===== src/rtl/timer_pkg.sv =====
// Shared definitions for the round timer and its display.
// Holds the controller state encoding, the maximum round length, the width
// and type of the seconds count (also consumed by timer_display), and a
// helper that clamps a signed intermediate count into the legal range.
package timer_pkg;

    localparam int MAX_SECONDS = 30;
    localparam int TIME_W      = 6;

    typedef logic [TIME_W-1:0] time_t;

    typedef enum logic [1:0] {
        ST_IDLE    = 2'd0,
        ST_RUN     = 2'd1,
        ST_PAUSED  = 2'd2,
        ST_EXPIRED = 2'd3
    } timer_state_t;

    // Clamp a signed 8-bit seconds value into [0, MAX_SECONDS].
    function automatic time_t sat_seconds(input logic signed [7:0] v);
        if (v < 8'sd0) begin
            return '0;
        end else if (v > 8'(MAX_SECONDS)) begin
            return time_t'(MAX_SECONDS);
        end else begin
            return v[TIME_W-1:0];
        end
    endfunction

endpackage


===== src/rtl/round_timer_ctrl_if.sv =====
// Game-logic <-> round timer signal bundle.
// master : game logic, drives the one-cycle command pulses and observes status.
// slave  : round_timer_ctrl, consumes commands and drives the status outputs.
//   start, pause, bonus, penalty : one-cycle command pulses
//   time_remaining               : current seconds (0..MAX_SECONDS)
//   running, timeout, low_time   : status flags (timeout is a one-cycle pulse)
//   display_clk                  : digit-multiplex square wave for the display
interface round_timer_ctrl_if;
    import timer_pkg::*;

    logic  start;
    logic  pause;
    logic  bonus;
    logic  penalty;
    time_t time_remaining;
    logic  running;
    logic  timeout;
    logic  low_time;
    logic  display_clk;

    modport master (
        output start, pause, bonus, penalty,
        input  time_remaining, running, timeout, low_time, display_clk
    );

    modport slave (
        input  start, pause, bonus, penalty,
        output time_remaining, running, timeout, low_time, display_clk
    );
endinterface


===== src/rtl/pulse_divider.sv =====
// Enable-gated modulo-DIV counter producing a one-cycle tick.
// Ports:
//   clk    : clock
//   rst_n  : synchronous active-low reset
//   en     : advance the counter this cycle (counter holds when low)
//   clr    : force the counter to 0; overrides en
//   tick   : high on the cycle the counter sits at DIV-1 while enabled;
//            the counter wraps to 0 on that same edge
module pulse_divider #(
    parameter int DIV = 4
) (
    input  logic clk,
    input  logic rst_n,
    input  logic en,
    input  logic clr,
    output logic tick
);
    localparam int            CW   = (DIV > 1) ? $clog2(DIV) : 1;
    localparam logic [CW-1:0] LAST = CW'(DIV - 1);

    logic [CW-1:0] cnt_reg;

    assign tick = en && !clr && (cnt_reg == LAST);

    always_ff @(posedge clk) begin
        if (!rst_n) begin
            cnt_reg <= '0;
        end else if (clr) begin
            cnt_reg <= '0;
        end else if (en) begin
            cnt_reg <= tick ? '0 : cnt_reg + 1'b1;
        end
    end
endmodule


===== src/rtl/round_timer_ctrl.sv =====
// Round-timer controller: loads the round length on start, counts down once
// per TICK_DIV cycles while running, applies bonus/penalty adjustments with
// saturation, flags expiry, and generates the display refresh clock.
// Ports:
//   clk   : system clock
//   rst_n : synchronous active-low reset
//   bus   : round_timer_ctrl_if.slave (commands in, status/display_clk out)
// All outputs come straight from registers.
module round_timer_ctrl
    import timer_pkg::*;
#(
    parameter int TICK_DIV        = 100_000_000,
    parameter int REFRESH_DIV     = 100_000,
    parameter int ROUND_SECONDS   = 30,
    parameter int BONUS_SECONDS   = 3,
    parameter int PENALTY_SECONDS = 5,
    parameter int LOW_SECONDS     = 5
) (
    input  logic                clk,
    input  logic                rst_n,
    round_timer_ctrl_if.slave   bus
);
    timer_state_t      state_reg, state_next;
    time_t             time_reg, time_next;
    logic              running_reg, running_next;
    logic              timeout_reg, timeout_next;
    logic              low_reg, low_next;
    logic              disp_reg;
    logic signed [7:0] sum_next;

    logic sec_tick;
    logic refresh_tick;
    logic presc_en;
    logic presc_clr;

    // Prescaler advances only in RUN, holds in PAUSED so a pause keeps the
    // partial second, and is zeroed whenever a round is not in progress.
    assign presc_en  = (state_reg == ST_RUN);
    assign presc_clr = bus.start || (state_reg == ST_IDLE) || (state_reg == ST_EXPIRED);

    pulse_divider #(.DIV(TICK_DIV)) u_sec_presc (
        .clk   (clk),
        .rst_n (rst_n),
        .en    (presc_en),
        .clr   (presc_clr),
        .tick  (sec_tick)
    );

    pulse_divider #(.DIV(REFRESH_DIV)) u_refresh (
        .clk   (clk),
        .rst_n (rst_n),
        .en    (1'b1),
        .clr   (1'b0),
        .tick  (refresh_tick)
    );

    always_comb begin
        state_next   = state_reg;
        time_next    = time_reg;
        timeout_next = 1'b0;

        sum_next = signed'({2'b00, time_reg});
        if (sec_tick) begin
            sum_next = sum_next - 8'sd1;
        end
        if (bus.bonus) begin
            sum_next = sum_next + 8'(BONUS_SECONDS);
        end
        if (bus.penalty) begin
            sum_next = sum_next - 8'(PENALTY_SECONDS);
        end

        if (bus.start) begin
            state_next = ST_RUN;
            time_next  = time_t'(ROUND_SECONDS);
        end else begin
            case (state_reg)
                ST_RUN, ST_PAUSED: begin
                    time_next = sat_seconds(sum_next);
                    // Reaching zero ends the round even if pause arrives
                    // on the same cycle.
                    if (time_next == '0) begin
                        state_next   = ST_EXPIRED;
                        timeout_next = 1'b1;
                    end else if (bus.pause) begin
                        state_next = (state_reg == ST_RUN) ? ST_PAUSED : ST_RUN;
                    end
                end
                default: begin
                    // IDLE and EXPIRED ignore pause, bonus and penalty.
                end
            endcase
        end

        running_next = (state_next == ST_RUN);
        low_next     = ((state_next == ST_RUN) || (state_next == ST_PAUSED)) &&
                       (time_next <= TIME_W'(LOW_SECONDS));
    end

    always_ff @(posedge clk) begin
        if (!rst_n) begin
            state_reg   <= ST_IDLE;
            time_reg    <= '0;
            running_reg <= 1'b0;
            timeout_reg <= 1'b0;
            low_reg     <= 1'b0;
            disp_reg    <= 1'b0;
        end else begin
            state_reg   <= state_next;
            time_reg    <= time_next;
            running_reg <= running_next;
            timeout_reg <= timeout_next;
            low_reg     <= low_next;
            disp_reg    <= disp_reg ^ refresh_tick;
        end
    end

    assign bus.time_remaining = time_reg;
    assign bus.running        = running_reg;
    assign bus.timeout        = timeout_reg;
    assign bus.low_time       = low_reg;
    assign bus.display_clk    = disp_reg;
endmodule


===== src/flat_wrapper.sv =====
// flat-port wrapper written by rule: the top's interface ports become plain ports
module round_timer_ctrl_flat import timer_pkg::*;
#(
    parameter int TICK_DIV        = 100_000_000,
    parameter int REFRESH_DIV     = 100_000,
    parameter int ROUND_SECONDS   = 30,
    parameter int BONUS_SECONDS   = 3,
    parameter int PENALTY_SECONDS = 5,
    parameter int LOW_SECONDS     = 5
)
  (clk, rst_n, bus_start, bus_pause, bus_bonus, bus_penalty, bus_time_remaining, bus_running, bus_timeout, bus_low_time, bus_display_clk);
  round_timer_ctrl_if bus_i ();
  input  logic clk;
  input  logic rst_n;
  input wire logic [$bits(bus_i.start)-1:0] bus_start;
  input wire logic [$bits(bus_i.pause)-1:0] bus_pause;
  input wire logic [$bits(bus_i.bonus)-1:0] bus_bonus;
  input wire logic [$bits(bus_i.penalty)-1:0] bus_penalty;
  output wire logic [$bits(bus_i.time_remaining)-1:0] bus_time_remaining;
  output wire logic [$bits(bus_i.running)-1:0] bus_running;
  output wire logic [$bits(bus_i.timeout)-1:0] bus_timeout;
  output wire logic [$bits(bus_i.low_time)-1:0] bus_low_time;
  output wire logic [$bits(bus_i.display_clk)-1:0] bus_display_clk;
  assign bus_i.start = bus_start;
  assign bus_i.pause = bus_pause;
  assign bus_i.bonus = bus_bonus;
  assign bus_i.penalty = bus_penalty;
  assign bus_time_remaining = bus_i.time_remaining;
  assign bus_running = bus_i.running;
  assign bus_timeout = bus_i.timeout;
  assign bus_low_time = bus_i.low_time;
  assign bus_display_clk = bus_i.display_clk;
  round_timer_ctrl #(.TICK_DIV(TICK_DIV), .REFRESH_DIV(REFRESH_DIV), .ROUND_SECONDS(ROUND_SECONDS), .BONUS_SECONDS(BONUS_SECONDS), .PENALTY_SECONDS(PENALTY_SECONDS), .LOW_SECONDS(LOW_SECONDS)) u_core (.clk(clk), .rst_n(rst_n), .bus(bus_i));
endmodule

===== config.mk =====
export PLATFORM = sky130hd
export DESIGN_NAME = round_timer_ctrl_flat
export DESIGN_NICKNAME = d
export VERILOG_FILES = /design/src/rtl/timer_pkg.sv /design/src/rtl/round_timer_ctrl_if.sv /design/src/rtl/pulse_divider.sv /design/src/rtl/round_timer_ctrl.sv /design/src/flat_wrapper.sv
export SDC_FILE = /design/constraint.sdc
export NUM_CORES = 1
export LEC_CHECK = 0
export ABC_AREA = 1
export CAP_MARGIN = 10
export CORE_MARGIN = 1.5
export CORE_UTILIZATION = 40
export CTS_CLUSTER_DIAMETER = 80
export DETAILED_ROUTE_END_ITERATION = 7
export GPL_ROUTABILITY_DRIVEN = 1
export GPL_TIMING_DRIVEN = 1
export PLACE_DENSITY_LB_ADDON = 0.15
export SLEW_MARGIN = 20
export SYNTH_ARGS = -nofsm -noshare
export SYNTH_HDL_FRONTEND = slang
export SYNTH_SLANG_ARGS = --single-unit

===== constraint.sdc =====
create_clock -name clk -period 6.05 [get_ports clk]
set_input_delay 1.815 -clock clk [delete_from_list [all_inputs] [get_ports clk]]
set_output_delay 1.815 -clock clk [all_outputs]
set_load 0.05 [all_outputs]

==> metrics.md <==
| Metric | Value |
|---|---|
| Critical path endpoint category | flip-flop |
| Pre-CTS WS | ~0.53 ns |
| ANT cells | 0 |
| Worst Tran Pin Value | around 0.54 ns |
| Final WL | roughly 7900 um |
| Worst reg2reg path depth | 30 |
| Vias in the first global route | roughly 3,100 |
| Max reg flops | 27 |
| Power Dens Cells | ~220 mW/mm^2 |
| Syn_area_per_cell | about 6.6 sq um |
| R2R setup slack | 1.95 ns |
| Ports | 16 |
| # fillers | 927 |
| Max incr delay on CP | roughly 0.53 ns |
| Share of layout cells above drive strength 1 | a little under a tenth |
| Crit path DAT | 5.47 ns |
| Clk_skew | 0.007940 ns |
| Setup crit start kind | input port |
| DIE HEIGHT | a little under 100 um |
| CTS Buf Count | 5 |
| DRT iter0 DRCs | 153 |
| Gpl congestion | around 0.84 |
| Sequential Area | approximately 0.0011 sq mm |
| Post-DP HPWL | 6222 um |
| CP required | 6.30 ns |
| First-pass GRT wire length | ~14,000 um |
| Die area | between 0.009 and 0.01 sq mm |
| Syn Inst Count | between 500 and 600 |
| FP Rows | 34 |
| Status | completed |
| CTS Hold Buffers Added | 0 |
| Slowest CP cell | clkdlybuf4s50_1 |
| RSZ-0062 raised after global routing | no |
| DR pass1 iterations | 5 |
| Antenna viol nets, final | 0 |
| Post-cts resize count | 0 |
| Post-CTS Setup Inserts | 0 |
| Crit path to | u_core.bus.low_time |
| Die X | ~97 um |
| Highest Clock Rate | around 0.19 GHz |
| Reg2reg end | u_core.bus.low_time |
| Mapped Nets | 552 |
| Worst Setup SP | bus_start |
| Layout net count | about 570 |
| Pins over their slew limit | 0 |
| Leakage | 0.001513 uW |
| Remaining global-route overflow | 0 |
| Synth Warn # | 0 |
| Max Cap Violations | 0 |
| R2R Path Start | u_core.state_reg[1] |
| Aggregate negative setup slack | 0 ns |
| Period utilization | 86.16% |
| Most frequent CP cell | nand2_1 |
| Routed vias | about 3,300 |
| Crit Path Max Fanout | 6 |
| Commonest non-fill, non-tap cell in the layout | nand2_1 |
| Hold WC Path Type | flip-flop to flip-flop |
| Drt wl/cell | roughly 12 um |
| Area Growth Syn to Fin | 11.13% |
| Largest net degree at the start of global routing | 19 |
| Initial core utilization | between 40% and 50% |
| Part of the Yosys area used for sequential elements | a little under a third |
| Total GRT Usage | approximately 17% |
| Initial antenna violation count | 0 |
| Rel. slew slack | around 64% |
| CTS Root Buffer Type | clkbuf_8 |
| Worst-path clk slew | between 0.1 and 0.15 ns |
| Final setup viols | 0 |
| # DRC | 0 |
| Core area | roughly 0.0086 sq mm |
| Mapped Area | ~0.0035 sq mm |
| Clock Sinks | 56 |
| Peak VDD IR | 0.08739 mV |
| Fin. Hold Viols | 0 |
| Commonest non-fill, non-tap cells in the layout | nand2_1, inv_1, nor2_1 |
| Minimum clock period | 5.213 ns |
| Critical path class | input port to flip-flop |
| CTS tree | yes |
| H-tree depth | 2 |
| Netlist cell types | 39 |
| Area of the multi-input gates | between 0.002 and 0.0025 sq mm |
| Skew-Pair Late Insertion Delay | between 0.3 and 0.4 ns |
| Clock Path Buffers | 2 |
| Port Buffer Count | 15 |
| Final worst slack | 0.8370 ns |
| Flops & latches, synth | 56 |
| DR vias/cell | ~5.0 |
[worst min path at each step]
| stage | end | startpoint | depth (start not counted) | slack, ns |
|---|---|---|---|---|
| after floorplan | u_core.u_refresh.cnt_reg[0] | u_core.u_refresh.cnt_reg[0] | 1 | 0.42 |
| final | u_core.u_refresh.cnt_reg[0] | u_core.u_refresh.cnt_reg[0] | 1 | 0.46 |
| after global placement | u_core.u_refresh.cnt_reg[0] | u_core.u_refresh.cnt_reg[0] | 1 | 0.43 |
| after CTS | u_core.u_refresh.cnt_reg[0] | u_core.u_refresh.cnt_reg[0] | 1 | 0.46 |
| after global routing | u_core.u_refresh.cnt_reg[0] | u_core.u_refresh.cnt_reg[0] | 1 | 0.50 |
| after detailed placement | u_core.u_refresh.cnt_reg[0] | u_core.u_refresh.cnt_reg[0] | 1 | 0.44 |
[cells by family after synthesis]
| kind of cell | share of synthesized area [%] |
|---|---|
| adder cells (fa/ha/maj) | 3.201 |
| AND/OR/NAND/NOR | 41.32 |
| flip-flops | 31.86 |
| buffers and inverters | 9.957 |
| AO/OA/AOI/OAI | 10.92 |
| XOR/XNOR | 2.738 |
[report_power, final]
group	internal (uW)	switching, uW
clock network	126	132
registers	379	13.8
logic	73.1	148
total	578	294
[critical path, delay by kind of cell]
family                   cells  cell delay [ns]
AND/OR/NAND/NOR             21             2.23
adder cells (fa/ha/maj)      2             0.50
buffers and inverters        3             0.63
AO/OA/AOI/OAI                2             0.29
[layer usage]
layer	track usage, %	part of all wire [%]	routed length [um]
met2	29.10	45	3571
met1	23.55	51	4029
met5	0	0	0
met3	2.312	2.4	186
met4	3.790	0.88	69
[stage by stage]
stage	std cells	total power, uW	hold slack (ns)	cell area [sq um]	util, %
floorplan	537	566.3	0.4179	3518	-
global placement	657	620.1	0.4340	3795	43.94
detailed placement	657	621.1	0.4397	3795	43.94
CTS	665	882.0	0.4568	3910	45.28
global route	665	927.0	0.4965	3910	45.28
finish	665	871.7	0.4555	3910	45.28
[cell usage after synthesis]
master	n	area share (%)
nor2_4	7	2.2
o21ai_2	1	0.25
a211oi_1	4	0.85
a21oi_1	28	4.0
xnor2_1	1	0.25
a31oi_1	3	0.53
o31ai_1	1	0.21
o21ai_0	18	2.6
o21ai_1	3	0.43
nor3_1	18	2.6
dfxtp_1	56	32
nand2_1	116	12
nor2_2	4	0.71
buf_2	1	0.14
nor3b_1	7	1.5
inv_1	81	8.6
a221oi_1	1	0.25
xor2_1	10	2.5
o311a_1	1	0.28
nand3_4	1	0.50
clkinv_1	2	0.21
a21oi_2	1	0.25
o221a_2	1	0.32
nor4_1	5	0.89
nor2_1	68	7.3
nand2_2	13	2.3
ha_1	9	3.2
nand2_4	1	0.32
clkbuf_1	3	0.32
nand3b_1	1	0.21
nand3_1	37	5.3
inv_2	6	0.64
nand4_1	15	2.7
and3_1	1	0.18
nand4_2	1	0.36
o21a_1	2	0.43
nand3_2	7	2.0
o21bai_1	1	0.21
a22oi_2	1	0.36
[area by class of cell]
class                           count  area share (%)
Clock buffer                        5           1.760
Clock inverter                      3           1.184
Inverter                           89           8.544
Multi-Input combinational cell    388           52.35
Sequential cell                    56           28.67
Tap cell                          108           3.456
Timing Repair Buffer               16           4.032
Note: power is estimated with default switching activity, not from simulation.
